[config.mk]
export PLATFORM = sky130hd
export DESIGN_NAME = zeri_pari_sched
export DESIGN_NICKNAME = d
export VERILOG_FILES = /design/src/rtl/zeri_pari_pkg.sv /design/src/rtl/zeri_pari_core.sv /design/src/rtl/zeri_pari_sched.sv
export SDC_FILE = /design/constraint.sdc
export NUM_CORES = 1
export LEC_CHECK = 0
export CAP_MARGIN = 20
export CORE_UTILIZATION = 48
export CTS_CLUSTER_DIAMETER = 50
export CTS_CLUSTER_SIZE = 16
export DETAILED_ROUTE_END_ITERATION = 16
export PLACE_DENSITY = 0.84
export SLEW_MARGIN = 10
export SYNTH_ARGS = -nofsm -noshare
export SYNTH_HDL_FRONTEND = slang
export SYNTH_HIERARCHICAL = 1
export SYNTH_SLANG_ARGS = --single-unit
[constraint.sdc]
create_clock -name clk -period 2.5 [get_ports clk]
set_input_delay 0.75 -clock clk [delete_from_list [all_inputs] [get_ports clk]]
set_output_delay 0.75 -clock clk [all_outputs]
set_load 0.02 [all_outputs]
[src/rtl/zeri_pari_pkg.sv]
// Shared types and helpers for the round-robin zero-parity scheduler.
package zeri_pari_pkg;

  typedef enum logic [1:0] {
    IDLE   = 2'd0,
    LOAD   = 2'd1,
    SHIFT  = 2'd2,
    REPORT = 2'd3
  } sched_state_t;

  localparam logic S_EVEN = 1'b0;
  localparam logic S_ODD  = 1'b1;

  // Scans upward from ptr+1 with wrap over n requesters; returns the first hit one-hot.
  function automatic logic [15:0] rr_pick(input logic [15:0] req, input logic [3:0] ptr,
                                          input int n);
    logic [15:0] g;
    logic        found;
    int          s;
    g     = '0;
    found = 1'b0;
    for (int i = 1; i <= 16; i++) begin
      if (i <= n && !found) begin
        s = (int'(ptr) + i) % n;
        if (req[s[3:0]]) begin
          g[s[3:0]] = 1'b1;
          found     = 1'b1;
        end
      end
    end
    return g;
  endfunction

endpackage

[src/rtl/zeri_pari_core.sv]
// Serial even-zeros tracker: toggles on each 0 bit fed while enabled.
module zeri_pari_core
  import zeri_pari_pkg::*;
(
  input  logic clk,
  input  logic reset,
  input  logic clr,
  input  logic en,
  input  logic din,
  output logic even
);

  logic st;

  always_ff @(posedge clk or negedge reset) begin
    if (!reset) begin
      st <= S_EVEN;
    end else if (clr) begin
      st <= S_EVEN;
    end else if (en && !din) begin
      st <= ~st;
    end
  end

  assign even = (st == S_EVEN);

endmodule

[src/rtl/zeri_pari_sched.sv]
// Round-robin scheduler sharing one serial zero-parity tracker among N_REQ requesters.
//   state  | meaning
//   IDLE   | arbitrate among asserted requests
//   LOAD   | capture granted word, clear tracker
//   SHIFT  | feed WIDTH bits MSB-first into tracker
//   REPORT | one-cycle done with result and id
module zeri_pari_sched
  import zeri_pari_pkg::*;
#(
  parameter  int N_REQ = 4,
  parameter  int WIDTH = 8,
  localparam int ID_W  = $clog2(N_REQ)
) (
  input  logic                   clk,
  input  logic                   reset,
  input  logic [N_REQ-1:0]       req,
  input  logic [N_REQ*WIDTH-1:0] word_i,
  output logic [N_REQ-1:0]       gnt,
  output logic                   busy,
  output logic                   bit_o,
  output logic                   bit_vld,
  output logic                   done,
  output logic [ID_W-1:0]        done_id,
  output logic                   result
);

  localparam int CNT_W = $clog2(WIDTH);
  localparam logic [CNT_W-1:0] LAST = CNT_W'(WIDTH - 1);

  sched_state_t     state;
  logic [ID_W-1:0]  ptr;
  logic [ID_W-1:0]  gnt_idx;
  logic [ID_W-1:0]  pick_idx;
  logic [N_REQ-1:0] gnt_nxt;
  logic [WIDTH-1:0] shreg;
  logic [CNT_W-1:0] cnt;
  logic             trk_even;

  always_comb begin
    gnt_nxt  = N_REQ'(rr_pick(16'(req), 4'(ptr), N_REQ));
    pick_idx = '0;
    for (int k = 0; k < N_REQ; k++) begin
      if (gnt_nxt[k]) pick_idx = ID_W'(k);
    end
  end

  zeri_pari_core u_core (
    .clk   (clk),
    .reset (reset),
    .clr   (state == LOAD),
    .en    (state == SHIFT),
    .din   (shreg[WIDTH-1]),
    .even  (trk_even)
  );

  assign bit_o = shreg[WIDTH-1];

  always_ff @(posedge clk or negedge reset) begin
    if (!reset) begin
      state   <= IDLE;
      gnt     <= '0;
      gnt_idx <= '0;
      busy    <= 1'b0;
      bit_vld <= 1'b0;
      done    <= 1'b0;
      done_id <= '0;
      result  <= 1'b0;
      cnt     <= '0;
      ptr     <= ID_W'(N_REQ - 1);
      shreg   <= '0;
    end else begin
      done <= 1'b0;
      case (state)
        IDLE: begin
          if (|req) begin
            gnt     <= gnt_nxt;
            gnt_idx <= pick_idx;
            busy    <= 1'b1;
            state   <= LOAD;
          end
        end
        LOAD: begin
          shreg   <= word_i[int'(gnt_idx)*WIDTH +: WIDTH];
          cnt     <= '0;
          bit_vld <= 1'b1;
          state   <= SHIFT;
        end
        SHIFT: begin
          shreg <= {shreg[WIDTH-2:0], 1'b0};
          cnt   <= cnt + CNT_W'(1);
          if (cnt == LAST) begin
            // Tracker updates on this same edge, so fold the final bit in here.
            result  <= trk_even ^ ~shreg[WIDTH-1];
            bit_vld <= 1'b0;
            done    <= 1'b1;
            done_id <= gnt_idx;
            ptr     <= gnt_idx;
            state   <= REPORT;
          end
        end
        REPORT: begin
          gnt   <= '0;
          busy  <= 1'b0;
          state <= IDLE;
        end
        default: state <= IDLE;
      endcase
    end
  end

endmodule

==> results.py <==
metrics = {
    "status": {
        "status": "finished, final reports clean",
    },
    "power": {
        "comb_power_share_pct": 49.6,
        "p_leak_nw": 1.09,
        "p_per_area_nw_per_um2": 843,
        "seq_power_share_pct": 37.4,
        "swShare_pct": 38.8,
        "ir_drop_mv": 0.437,
        "internal_power_mw": 1.26,
        "power.switching_mw": 0.796,
        "p_total_mw": 2.05,
        "p_clk_share_pct": 13.0,
    },
    "cells_and_area": {
        "stdcell_count": 262,
        "area_growth_pct": 36.0,
        "final_layout_size_suffix_gt1_share_pct": 14.8,
        "diodes": 0,
        "multi_input_area_sq_um": 1020,
        "sequential_cell_area_sq_um": 703,
        "n_fill_cell": 242,
        "nets": 270,
    },
    "synthesis": {
        "synth_warnings": 6,
        "synth_edf_count": 0,
        "synth_fp_nets": 215,
        "avgSynthCellArea_sq_um": 11.0,
        "synth.cell_area_sq_um": 1790,
        "synth.top_cell.area_share_pct": 36.4,
        "syn_inst": 162,
        "synth_area_leaders": "dfrtp_1 36%, mux4_2 14%, ha_1 10%",
        "synth_async_sr_flop_share_pct": 100,
        "ys_seq_area_share_pct": 39.3,
        "yosysTopAreaCell": "dfrtp_1",
        "synth-seq-cells": 28,
        "synthTopCellsByCount": "26 x dfrtp_1, 15 x ha_1, 13 x nand2_1",
        "yosys_most_used_dff": "dfrtp_1",
        "yosysMostFrequentCell": "dfrtp_1",
        "synth_cell_types": 35,
    },
    "hold_path": {
        "hold_start": "busy",
        "hold_depth": 2,
        "hold_end": "busy",
        "hold_path.class": "flip-flop to flip-flop",
    },
    "floorplanning": {
        "fp.dieH_um": 63.1,
        "start_util_pct": 52.0,
        "core_sq_um": 3440,
        "dieArea_sq_um": 3980,
        "num_rows": 21,
        "die_x_um": 63.1,
        "io_pins": 49,
    },
    "clocking": {
        "root_buffer": "clkbuf_8",
        "hold_buffers": 0,
        "cts_tree": "done",
        "clockBufferDepth": 2,
        "clk-insertion-delay-late_ps": 260,
        "clkSinkCount": 28,
        "cts_max_level": 1,
        "numCtsBuffers": 3,
        "cts.clk_slew.worst_paths_ps": 90,
    },
    "grt": {
        "grt_pass1_vias": 1512,
        "antenna_found_initial": 0,
        "overflow": 0,
        "grt_max_degree": 29,
        "grt_first_pass_wirelength_um": 6670,
        "grt.total_usage_pct": 21.4,
    },
    "worst_setup_path": {
        "r2r_setup_slack_ps": 70,
        "crit_fanout": 6,
        "crit_start": "ptr[1]",
        "path_cells": "inv_1 > ha_1 > mux4_2 > nor3b_2 > o2bb2ai_1 > o211ai_1 > a31oi_1",
        "worstSetupStartpointType": "flip-flop",
        "required_ps": 2680,
        "cp_slowest_cell": "dfstp_2",
        "critical_path_class": "flip-flop to flip-flop",
        "worstPathArrival_ps": 2600,
        "r2r_start": "ptr[1]",
        "slowest_delay_ps": 600,
        "rr_endpoint": "gnt_idx[0]",
        "cp-end-kind": "flip-flop",
        "r2r_cells": 7,
    },
    "drt": {
        "drt-total-wl_um": 3960,
        "wl_per_cell_um": 15.1,
        "drc_errors": 0,
        "drtIter0Drc": 90,
        "ant_nets": 0,
        "drt_pass1_iterations": 4,
        "routed_via_density": 5.49,
        "num_vias": 1438,
    },
    "place": {
        "dp.cells": 253,
        "pre_cts_ws_ps": -369,
        "gp_congestion": 0.750,
        "dp.final_hpwl_um": 3120,
        "portBuffers": 48,
    },
    "timing": {
        "max_freq_mhz": 412,
        "tightest_slew_ps": 643,
        "slew_headroom_pct": 57.1,
        "timing.final.crit_share_pct": 97.0,
        "fin_worst_skew_ps": 3.06,
        "hold_violations": 0,
        "finalSetupViolCount": 0,
        "period_needed_ps": 2430,
        "finalMaxSlewViolations": 0,
        "layout_setup_ws_ps": 74.3,
    },
    "flow_run": {
        "drv_cap": 0,
    },
}
## power by group through the flow
stage	clock, mW	combinational, mW	sequential, mW
3_5_place_dp	0	1.01	0.781
3_3_place_gp	0	0.941	0.767
5_1_grt	0.290	1.13	0.799
6_report	0.266	1.02	0.767
2_1_floorplan	0	0.740	0.728
4_1_cts	0.276	1.02	0.773
## state kept, by name, summed over array words and instances (netlist names)
| register | count |
|---|---|
| u_core/st | 1 |
| bit_vld | 1 |
| busy | 1 |
| gnt_idx | 2 |
| done | 1 |
| state | 2 |
| done_id | 2 |
| shreg | 8 |
| cnt | 3 |
| ptr | 2 |
| gnt | 4 |
| result | 1 |
## logic make-up after synthesis
group           after synthesis  share of synthesized area (%)
buf+inv                      18                           4.26
xor+xnor                      1                          0.490
fa+ha+maj                    15                           10.5
mux                          20                           19.9
compound gates               36                           12.4
flops                        28                           39.3
simple gates                 44                           13.2
## through the flow
stage | instance area (sq um) | setup TNS (ps) | utilization [%] | hold slack, ps
after detailed placement | 2320 | -1400 | 67.5 | 469
after floorplan | 1790 | 0 | - | 454
after CTS | 2400 | 0 | 69.7 | 492
after global placement | 2320 | -562 | 67.5 | 460
after global routing | 2430 | -29.1 | 70.7 | 521
final | 2430 | 0 | 70.7 | 484
## cell type report
type                       instances  area share (%)
clock buffer                       4            2.26
inverter                          11            1.70
multi-input combinational        116            41.9
sequential                        28            28.9
tap                               46            2.37
timing repair buffer              57            22.9
## layer usage
layer / vias up / wire, um / GRT usage [%]
met3: 4 / 145 / 3.26
met5: - / 0 / 0
met2: 45 / 2150 / 38.2
met1: 698 / 1630 / 25.2
li1: 691 / - / -
met4: 0 / 32 / 9.59
## worst max-delay path by stage
stage / slack (ps) / end
6_report: 70 / gnt_idx[0]
4_1_cts: 10 / gnt_idx[0]
3_5_place_dp: -370 / gnt_idx[0]
3_3_place_gp: -140 / gnt_idx[0]
5_1_grt: -30 / gnt_idx[0]
2_1_floorplan: 200 / gnt_idx[0]
## layout by cell type, fill, tap and decap left out, drive strengths merged, types with 7 or more instances in the layout
cell / synthesis / layout
o21ai: 11 / 11
nor2: 12 / 12
buf: 3 / 9
ha: 15 / 15
a21oi: 11 / 11
mux4: 12 / 12
mux2i: 7 / 7
inv: 11 / 11
clkdlybuf4s50: 0 / 44
dfrtp: 26 / 26
nand2: 13 / 13
## worst max-delay path, delay by kind of cell (launching register included)
kind	cells	cell delay [ps]
adder cells (fa/ha/maj)	1	320
multiplexers	1	390
AO/OA/AOI/OAI	3	550
flip-flops	1	600
AND/OR/NAND/NOR	1	370
buffers and inverters	1	110
## repair_timing
item,in CTS,in global routing
buffers inserted,2,3
setup endpoints to repair,3,4
gates resized for setup,1,6
pin swaps,0,2
No activity file was read; power rests on OpenSTA's default activity.
